$ cat config.mk
export PLATFORM = sky130hd
export DESIGN_NAME = controle_jogo_param
export DESIGN_NICKNAME = d
export VERILOG_FILES = /design/src/rtl/jogo_pkg.sv /design/src/rtl/temporizador_jogo.sv /design/src/rtl/controle_jogo_param.sv
export SDC_FILE = /design/constraint.sdc
export NUM_CORES = 1
export LEC_CHECK = 0
export CAP_MARGIN = 25
export CORE_UTILIZATION = 23
export CTS_CLUSTER_DIAMETER = 150
export DETAILED_ROUTE_END_ITERATION = 10
export PLACE_DENSITY = 0.52
export SETUP_SLACK_MARGIN = 0.02
export SLEW_MARGIN = 10
export SYNTH_ARGS = -nofsm -noshare
export SYNTH_HDL_FRONTEND = slang
export SYNTH_SLANG_ARGS = --single-unit
$ cat constraint.sdc
create_clock -name clock -period 2.88 [get_ports clock]
set_input_delay 0.288 -clock clock [delete_from_list [all_inputs] [get_ports clock]]
set_output_delay 0.288 -clock clock [all_outputs]
set_load 0.02 [all_outputs]
$ cat src/rtl/jogo_pkg.sv
`default_nettype none
// ============================================================================
// Module      : jogo_pkg
// Description : State encodings (equal to the debug codes), timer-select codes
//               and the timer-width helper for controle_jogo_param.
// Revision    : 1.0 - initial release
// ============================================================================
package jogo_pkg;

    typedef enum logic [4:0] {
        ST_INICIAL       = 5'd0,
        ST_INICIALIZA    = 5'd1,
        ST_INICIA_RODADA = 5'd2,
        ST_MOSTRA        = 5'd3,
        ST_INTERVALO     = 5'd4,
        ST_ESPERA        = 5'd5,
        ST_REGISTRA      = 5'd6,
        ST_COMPARA       = 5'd7,
        ST_PROXIMA       = 5'd8,
        ST_FIM_RODADA    = 5'd9,
        ST_PROX_RODADA   = 5'd10,
        ST_RETENTA       = 5'd11,
        ST_FINAL_ACERTO  = 5'd16,
        ST_FINAL_ERRO    = 5'd17,
        ST_FINAL_TIMEOUT = 5'd18
    } estado_t;

    localparam logic [1:0] C_SEL_SHOW    = 2'd0;
    localparam logic [1:0] C_SEL_GAP     = 2'd1;
    localparam logic [1:0] C_SEL_TIMEOUT = 2'd2;

    // Never returns 0, so a single-cycle parameter set still yields a legal vector.
    function automatic int timer_width(input int a, input int b, input int c);
        int m;
        m = a;
        if (b > m) m = b;
        if (c > m) m = c;
        return (m < 2) ? 1 : $clog2(m);
    endfunction

endpackage
`default_nettype wire

$ cat src/rtl/temporizador_jogo.sv
`default_nettype none
// ============================================================================
// Module      : temporizador_jogo
// Description : Shared cycle counter; done flags the last cycle of the
//               selected interval (SHOW, GAP or TIMEOUT).
// Revision    : 1.0 - initial release
// ============================================================================
module temporizador_jogo
    import jogo_pkg::*;
#(
    parameter int SHOW_CYCLES    = 1000,
    parameter int GAP_CYCLES     = 500,
    parameter int TIMEOUT_CYCLES = 5000,
    parameter int TW             = 13
) (
    input  logic       clock,
    input  logic       reset,
    input  logic       clear,
    input  logic       enable,
    input  logic [1:0] sel,
    output logic       done
);

    localparam logic [TW-1:0] C_SHOW_LAST    = TW'(SHOW_CYCLES - 1);
    localparam logic [TW-1:0] C_GAP_LAST     = TW'(GAP_CYCLES - 1);
    localparam logic [TW-1:0] C_TIMEOUT_LAST = TW'(TIMEOUT_CYCLES - 1);

    logic [TW-1:0] r_count;
    logic [TW-1:0] w_last;

    always_ff @(posedge clock or posedge reset) begin
        if (reset)
            r_count <= '0;
        else if (clear)
            r_count <= '0;
        else if (enable)
            r_count <= r_count + TW'(1);
    end

    always_comb begin
        w_last = C_SHOW_LAST;
        case (sel)
            C_SEL_GAP:     w_last = C_GAP_LAST;
            C_SEL_TIMEOUT: w_last = C_TIMEOUT_LAST;
            default:       w_last = C_SHOW_LAST;
        endcase
    end

    assign done = (r_count == w_last);

endmodule
`default_nettype wire

$ cat src/rtl/controle_jogo_param.sv
`default_nettype none
// ============================================================================
// Module      : controle_jogo_param
// Description : Memory-sequence game controller: show phase, input phase,
//               win/error/timeout. Optional retry lives via JOGO_RETRY_EN.
// Revision    : 1.0 - initial release
// ============================================================================
module controle_jogo_param
    import jogo_pkg::*;
#(
    parameter int N_ROUNDS       = 16,
    parameter int ADDR_W         = 4,
    parameter int SHOW_CYCLES    = 1000,
    parameter int GAP_CYCLES     = 500,
    parameter int TIMEOUT_CYCLES = 5000,
    parameter int MAX_LIVES      = 3
) (
    input  logic              clock,
    input  logic              reset,
    input  logic              iniciar,
    input  logic              jogada,
    input  logic              igual,
    input  logic              modo,
    output logic [ADDR_W-1:0] endereco,
    output logic [ADDR_W-1:0] rodada,
    output logic              mostra_led,
    output logic              zeraR,
    output logic              registraR,
    output logic              acertou,
    output logic              errou,
    output logic              errou_timeout,
    output logic              pronto,
    output logic [2:0]        vidas,
    output logic [4:0]        db_estado
);

    localparam int TW = timer_width(SHOW_CYCLES, GAP_CYCLES, TIMEOUT_CYCLES);
    // One extra bit: limite may equal 2^ADDR_W.
    localparam int LW = ADDR_W + 1;
    localparam logic [LW-1:0]     C_LIM_FULL = LW'(N_ROUNDS);
    localparam logic [LW-1:0]     C_LIM_HALF = LW'(N_ROUNDS / 2);
    localparam logic [ADDR_W-1:0] C_ONE      = ADDR_W'(1);

    estado_t           r_state;
    estado_t           w_next;
    estado_t           w_alvo_erro;
    estado_t           w_alvo_timeout;
    logic [ADDR_W-1:0] r_pos;
    logic [ADDR_W-1:0] r_rodada;
    logic [LW-1:0]     r_limite;
    logic              w_tclear;
    logic              w_tenable;
    logic [1:0]        w_tsel;
    logic              w_tdone;
    logic              w_pos_fim;
    logic              w_ultima;

    assign w_pos_fim = (r_pos == r_rodada);
    assign w_ultima  = ({1'b0, r_rodada} == (r_limite - LW'(1)));

`ifdef JOGO_RETRY_EN
    logic [2:0] r_vidas;

    assign w_alvo_erro    = (r_vidas > 3'd1) ? ST_RETENTA : ST_FINAL_ERRO;
    assign w_alvo_timeout = (r_vidas > 3'd1) ? ST_RETENTA : ST_FINAL_TIMEOUT;
    assign vidas          = r_vidas;

    always_ff @(posedge clock or posedge reset) begin
        if (reset)
            r_vidas <= 3'd0;
        else if (r_state == ST_INICIALIZA)
            r_vidas <= 3'(MAX_LIVES);
        else if (r_state == ST_RETENTA)
            r_vidas <= r_vidas - 3'd1;
    end
`else
    assign w_alvo_erro    = ST_FINAL_ERRO;
    assign w_alvo_timeout = ST_FINAL_TIMEOUT;
    assign vidas          = 3'd0;
`endif

    temporizador_jogo #(
        .SHOW_CYCLES    (SHOW_CYCLES),
        .GAP_CYCLES     (GAP_CYCLES),
        .TIMEOUT_CYCLES (TIMEOUT_CYCLES),
        .TW             (TW)
    ) u_temporizador (
        .clock  (clock),
        .reset  (reset),
        .clear  (w_tclear),
        .enable (w_tenable),
        .sel    (w_tsel),
        .done   (w_tdone)
    );

    always_ff @(posedge clock or posedge reset) begin
        if (reset)
            r_state <= ST_INICIAL;
        else
            r_state <= w_next;
    end

    // Timer is held clear outside the three timed states.
    always_comb begin
        w_next    = r_state;
        w_tclear  = 1'b1;
        w_tenable = 1'b0;
        w_tsel    = C_SEL_SHOW;
        case (r_state)
            ST_INICIAL:       if (iniciar) w_next = ST_INICIALIZA;
            ST_INICIALIZA:    w_next = ST_INICIA_RODADA;
            ST_INICIA_RODADA: w_next = ST_MOSTRA;
            ST_MOSTRA: begin
                w_tenable = 1'b1;
                w_tsel    = C_SEL_SHOW;
                w_tclear  = w_tdone;
                if (w_tdone) w_next = ST_INTERVALO;
            end
            ST_INTERVALO: begin
                w_tenable = 1'b1;
                w_tsel    = C_SEL_GAP;
                w_tclear  = w_tdone;
                if (w_tdone) w_next = w_pos_fim ? ST_ESPERA : ST_MOSTRA;
            end
            ST_ESPERA: begin
                w_tenable = 1'b1;
                w_tsel    = C_SEL_TIMEOUT;
                w_tclear  = jogada | w_tdone;
                if (jogada)       w_next = ST_REGISTRA;
                else if (w_tdone) w_next = w_alvo_timeout;
            end
            ST_REGISTRA:      w_next = ST_COMPARA;
            ST_COMPARA: begin
                if (!igual)         w_next = w_alvo_erro;
                else if (w_pos_fim) w_next = ST_FIM_RODADA;
                else                w_next = ST_PROXIMA;
            end
            ST_PROXIMA:       w_next = ST_ESPERA;
            ST_FIM_RODADA:    w_next = w_ultima ? ST_FINAL_ACERTO : ST_PROX_RODADA;
            ST_PROX_RODADA:   w_next = ST_INICIA_RODADA;
            ST_RETENTA:       w_next = ST_INICIA_RODADA;
            ST_FINAL_ACERTO, ST_FINAL_ERRO, ST_FINAL_TIMEOUT:
                if (iniciar) w_next = ST_INICIALIZA;
            default:          w_next = ST_INICIAL;
        endcase
    end

    always_ff @(posedge clock or posedge reset) begin
        if (reset) begin
            r_pos    <= '0;
            r_rodada <= '0;
            r_limite <= '0;
        end else begin
            case (r_state)
                ST_INICIALIZA: begin
                    r_pos    <= '0;
                    r_rodada <= '0;
                    r_limite <= modo ? C_LIM_HALF : C_LIM_FULL;
                end
                ST_INICIA_RODADA: r_pos <= '0;
                ST_INTERVALO:
                    if (w_tdone) r_pos <= w_pos_fim ? '0 : r_pos + C_ONE;
                ST_PROXIMA:       r_pos <= r_pos + C_ONE;
                ST_PROX_RODADA:   r_rodada <= r_rodada + C_ONE;
                default: ;
            endcase
        end
    end

    assign endereco      = r_pos;
    assign rodada        = r_rodada;
    assign db_estado     = r_state;
    assign mostra_led    = (r_state == ST_MOSTRA);
    assign zeraR         = (r_state == ST_INICIAL);
    assign registraR     = (r_state == ST_REGISTRA);
    assign acertou       = (r_state == ST_FINAL_ACERTO);
    assign errou         = (r_state == ST_FINAL_ERRO) || (r_state == ST_FINAL_TIMEOUT);
    assign errou_timeout = (r_state == ST_FINAL_TIMEOUT);
    assign pronto        = acertou || errou;

endmodule
`default_nettype wire

==> metrics.yaml, run 1 <==
fmax_mhz: 405
path_class: "flip-flop to output port"
drt_wl_total_um: 4570
die_h_um: 91.7
finalNonFillerCells: 342
fin_crit_ns: 2.47
synth_cell_types: 52
max_stage_delay_ns: 0.63
fin_crit_sh: 0.858
cts.clk_slew.worst_paths_ns: 0.10
finalWeightedCongestion: 0.871
initial_core_util: 0.238
synthArstFlopShare: 1.00
syn_to_final_growth_pct: 24.4
h-tree-depth: 1
min_path_type: "input port to asynchronous set/reset pin"
coreArea_sq_mm: 0.00777
syn_inst: 213
status: "finished, final reports clean"
final_common_cell: "dfrtp_1"
synthTopCellsByArea: "dfrtp_1 38%, nor2_1 5.3%, xnor2_1 4.7%"
timing.rr.start: "db_estado[3]$_DFFE_PP0P_"
critPathLaunchType: "flip-flop"
leakage_nw: 0.898
drc: 0
maxSlewViolCount: 0
hold_buffers: 0
setup_viol: 0
synth_seq_area_share: 0.379
cts.sinks: 28
antenna_found_initial: 0
dp_cells: 338
insertedDiodeCount: 0
synth_area_sq_mm: 0.00185
num_vias: 1620
cts_made_buffers: 3
fin_tns_setup_ns: 0
routedWlPerCell_um: 13.4
critPathArrivalTime_ns: 2.18
grt_max_degree: 29
netlist.area_leader.share: 0.379
dieWidth_um: 91.7
dr.pass1.iters: 4
yosysWarnings: 0
crit_slowest_cell: "clkdlybuf4s50_1"
final_util: 0.296
ir_drop_mv: 0.281
grt_pass1_vias: 1506
cts_tree: "built"
port-buffer-count: 25
synth_edf_count: 0
io_pins: 29
power.density_mw_per_mm2: 865
finish.net_count: 250
cts_resized: 0
grt_setup_unrepaired: "no"
crit_path_end_kind: "output port"
layout_common_cells: "28 x dfrtp_1, 26 x nor2_1, 25 x clkdlybuf4s50_1"
ys_seq_elements: 28
dpl.hpwl_um: 3330
dieArea_sq_mm: 0.00840
skew_ns: 0.00291
worst_slew_pin_slew_ns: 0.669
crit_required_ns: 2.59
r2r_setup_slack_ns: 0.52
r2r-end: "db_estado[4]$_DFFE_PP0P_"
max-cap-violations: 0
clock_latency_ns: 0.28
cts_setup_buffers: 0
vias_per_cell: 4.74
ys.flop_type: "dfrtp_1"
slew_headroom: 0.550
overflow: 0
drt-initial-drc-count: 111
finalHoldViolations: 0
clockBufferDepth: 2
rows: 32
synth_area_leader_cell: "dfrtp_1"
grt_pass1_wl_um: 7530
syn_area_per_cell_sq_um: 8.68
r2r_cells: 6
grt_usage: 0.111
root_buffer: "clkbuf_8"
drive_gt1_frac: 0.104
cp_cell_sequence: "buf_4 > nor2b_1 > buf_4 > nor2b_1 > clkdlybuf4s50_1"
drtAntennaViolNets: 0
cp_max_fo: 9
## critical path, delay by kind of cell, from the launching register on
kind                   cells  cell delay [ns]
and+or+nand+nor            2             0.34
DFF                        1             0.54
buffers and inverters      3             1.02
## metrics by stage
step | total power [W] | instance area, sq um | setup slack (ns) | hold WS [ns]
detailed placement | 0.00167 | 2230 | 0.542 | 0.449
floorplan | 0.00133 | 1860 | 0.674 | 0.353
CTS | 0.00199 | 2300 | 0.390 | 0.382
global route | 0.00212 | 2300 | 0.266 | 0.405
finish | 0.00199 | 2300 | 0.409 | 0.365
global placement | 0.00166 | 2230 | 0.595 | 0.454
## logic make-up after synthesis
group	synth area share
flops	0.379
xor+xnor	0.0758
fa+ha+maj	0.0203
mux	0.0440
buf+inv	0.0494
other cells	0.00203
simple gates	0.246
compound gates	0.183
## flip-flops by register name (all words and copies together) (netlist names)
name / count
rodada: 4
db_estado: 5
r_limite: 2
u_temporizador.r_count: 13
endereco: 4
## per-layer routing
metal  part of all wire  track usage  up-vias
li1                   -            -      805
met1               0.48        0.152      765
met2               0.46        0.178       48
met3              0.046       0.0257        2
met4             0.0074       0.0265        0
met5                  0            0        -
## layout make-up
cell class | count | area (sq um)
clock buffers | 3 | 41.3
clock inverters | 1 | 30.0
fillers | 830 | 5470
inverters | 7 | 26.3
multi-input cells | 168 | 1060
flip-flops and latches | 28 | 701
well taps | 102 | 128
repair buffers | 33 | 310
## cells in the mapped netlist, types with 5 or more instances
master    count
a21oi_1       9
xnor2_1      10
xor2_1        6
inv_1         7
o21ai_0      14
nand2b_1      5
nor2b_1       6
or3_1         5
nand3_1      11
nor2_1       26
dfrtp_1      28
clkbuf_1      6
nand2_1      18
## worst max path at each step
stage                                        start                       end  slack (ns)
after floorplan           db_estado[0]$_DFFE_PP0P_  db_estado[0]$_DFFE_PP0P_        0.67
after global placement    db_estado[3]$_DFFE_PP0P_  db_estado[0]$_DFFE_PP0P_        0.60
after detailed placement  db_estado[3]$_DFFE_PP0P_  db_estado[4]$_DFFE_PP0P_        0.54
after CTS                 db_estado[1]$_DFFE_PP0P_                 registraR        0.39
after global routing      db_estado[1]$_DFFE_PP0P_                 registraR        0.27
final                     db_estado[1]$_DFFE_PP0P_                 registraR        0.41
## power breakdown
| part | switching [W] | internal [W] |
|---|---|---|
| sequential | 0.0000926 | 0.000453 |
| clock | 0.000134 | 0.000186 |
| combinational | 0.000610 | 0.000516 |
Note: power is estimated with default switching activity, not from simulation.
==> run 2: changes to the inputs <==
- CTS_CLUSTER_DIAMETER: 150 -> unset
==> results of run 2 <==
The final DEF is identical to that of run 1; final timing and power are the same.
==> run 3: changes to the inputs <==
- CORE_MARGIN: unset -> 2
- CORE_UTILIZATION: 23 -> 53
- PLACE_DENSITY: 0.52 -> 0.9
==> metrics.yaml, run 3 (synthesis gave the netlist of run 1 again) <==
cts_tree: "built"  # unchanged
drt_wl_total_um: 4120  # was 4570 um
fin_crit_ns: 2.47  # about the same
path_class: "flip-flop to output port"  # unchanged
clockBufferDepth: 2  # unchanged
grt_setup_unrepaired: "no"  # unchanged
top_register: "u_temporizador.r_count"  # unchanged
h-tree-depth: 1  # unchanged
dr.pass1.iters: 4  # unchanged
crit_path_end_kind: "output port"  # unchanged
coreArea_sq_mm: 0.00334  # was 0.00777 sq mm
insertedDiodeCount: 0  # unchanged
num_vias: 1586  # was 1620
dpl.hpwl_um: 3090  # was 3330 um
port-buffer-count: 25  # unchanged
critPathLaunchType: "flip-flop"  # unchanged
design_area_sq_mm: 0.00217  # was 0.00230 sq mm
overflow: 0  # unchanged
status: "finished, final reports clean"  # unchanged
cp_max_fo: 15  # was 9
max_stage_delay_ns: 0.60  # was 0.63 ns
antenna_found_initial: 0  # unchanged
cts_made_buffers: 3  # unchanged
io_pins: 29  # unchanged
ir_drop_mv: 0.388  # was 0.281 mV
root_buffer: "clkbuf_4"  # was clkbuf_8
min_path_type: "input port to asynchronous set/reset pin"  # unchanged
crit_family: "simple AND/OR/NAND/NOR gates"  # was buffers and inverters
dpl_cell_area_sq_mm: 0.00214  # was 0.00223 sq mm
dieArea_sq_mm: 0.00398  # was 0.00840 sq mm
die_h_um: 63.1  # was 91.7 um
grt_max_degree: 29  # unchanged
slew_headroom: 0.620  # was 0.550
cts_setup_buffers: 0  # unchanged
leakage_nw: 0.869  # was 0.898 nW
fin_tns_setup_ns: 0  # unchanged
critPathArrivalTime_ns: 2.18  # about the same
drive_gt1_frac: 0.0928  # was 0.104
hold_buffers: 0  # unchanged
crit_slowest_cell: "clkdlybuf4s50_1"  # unchanged
cp_cell_sequence: "or2_2 > nor2_1 > and3_1 > clkdlybuf4s50_1"  # was buf_4 > nor2b_1 > buf_4 > nor2b_1 > clkdlybuf4s50_1
max-cap-violations: 0  # unchanged
drtAntennaViolNets: 0  # unchanged
cp_num_buf_inv: 1  # was 3
dieWidth_um: 63.1  # was 91.7 um
vias_per_cell: 5.60  # was 4.74
worst_slew_pin_slew_ns: 0.564  # was 0.669 ns
routedWlPerCell_um: 14.6  # was 13.4 um
fin_crit_sh: 0.858  # about the same
layout_common_cells: "28 x dfrtp_1, 26 x nor2_1, 25 x clkdlybuf4s50_1"  # unchanged
maxSlewViolCount: 0  # unchanged
power.density_mw_per_mm2: 838  # was 865 mW/mm^2
finalHoldViolations: 0  # unchanged
drc: 0  # unchanged
syn_to_final_growth_pct: 17.5  # was 24.4%
finalWeightedCongestion: 0.962  # was 0.871
cts.clk_slew.worst_paths_ns: 0.15  # was 0.10 ns
cts_resized: 0  # unchanged
grt_pass1_wl_um: 6690  # was 7530 um
grt_usage: 0.211  # was 0.111
drt-initial-drc-count: 104  # was 111
final_common_cell: "dfrtp_1"  # unchanged
skew_ns: 0.00209  # was 0.00291 ns
grt_pass1_vias: 1406  # was 1506
setup_viol: 0  # unchanged
finish.net_count: 247  # was 250
initial_core_util: 0.554  # was 0.238
clock_latency_ns: 0.32  # was 0.28 ns
crit_required_ns: 2.59  # about the same
cts.sinks: 28  # unchanged
fmax_mhz: 405  # about the same
largest_register_ffs: 13  # unchanged
num-fill-cells: 291  # was 830
rows: 21  # was 32
==> run 3: worst paths after layout <==
path                                                        from                                    end  slack, ns  depth (start not counted)
setup / recovery                        db_estado[3]$_DFFE_PP0P_                          errou_timeout       0.41                          4
hold / removal                                             reset                  rodada[1]$_DFFE_PP0P_       0.30                          3
setup reg to reg                        db_estado[4]$_DFFE_PP0P_                endereco[3]$_DFFE_PP0P_       0.51                          6
hold reg to reg            u_temporizador.r_count[0]$_DFFE_PP0P_  u_temporizador.r_count[0]$_DFFE_PP0P_       0.49                          1
max in group asynchronous                                  reset  u_temporizador.r_count[9]$_DFFE_PP0P_       2.31                          3
min in group clock         u_temporizador.r_count[0]$_DFFE_PP0P_  u_temporizador.r_count[0]$_DFFE_PP0P_       0.49                          1
==> run 3: metrics by stage <==
stage                     setup slack [ns]  utilization  total power (W)  instances  hold WS (ns)
after CTS                            0.392        0.651          0.00183        283         0.306
after floorplan                      0.674            -          0.00133        215         0.353
after global placement               0.621        0.640          0.00160        279         0.449
after global routing                 0.268        0.651          0.00195        283         0.313
after detailed placement             0.554        0.640          0.00163        279         0.470
final                                0.409        0.651          0.00182        283         0.300
==> run 3: power breakdown <==
part | switching (W) | internal (W)
combinational | 0.000595 | 0.000492
sequential | 0.0000921 | 0.000453
clock | 0.000112 | 0.0000773
total | 0.000799 | 0.00102
==> run 3: worst reg2reg max path: stages (launching register included) <==
cell	delay, ns
dfrtp_1	0.66
nor2_2	0.18
a311o_1	0.42
a211oi_1	0.30
a21oi_1	0.13
or3_1	0.41
o31ai_2	0.20
==> run 3: layer usage <==
metal	track usage	vias to the layer above	share of wire
met3	0.0161	6	0.033
met4	0.0750	0	0.015
met2	0.352	40	0.50
met5	0	-	0
met1	0.290	743	0.45
li1	-	797	-
==> run 3: final cells by class <==
type                    count  area (sq um)  area share
clock buffers               4          36.3      0.0167
inverters                   7          26.3      0.0121
multi-input cells         168          1060       0.490
flip-flops and latches     28           701       0.322
well taps                  46          57.6      0.0265
repair buffers             30           288       0.132
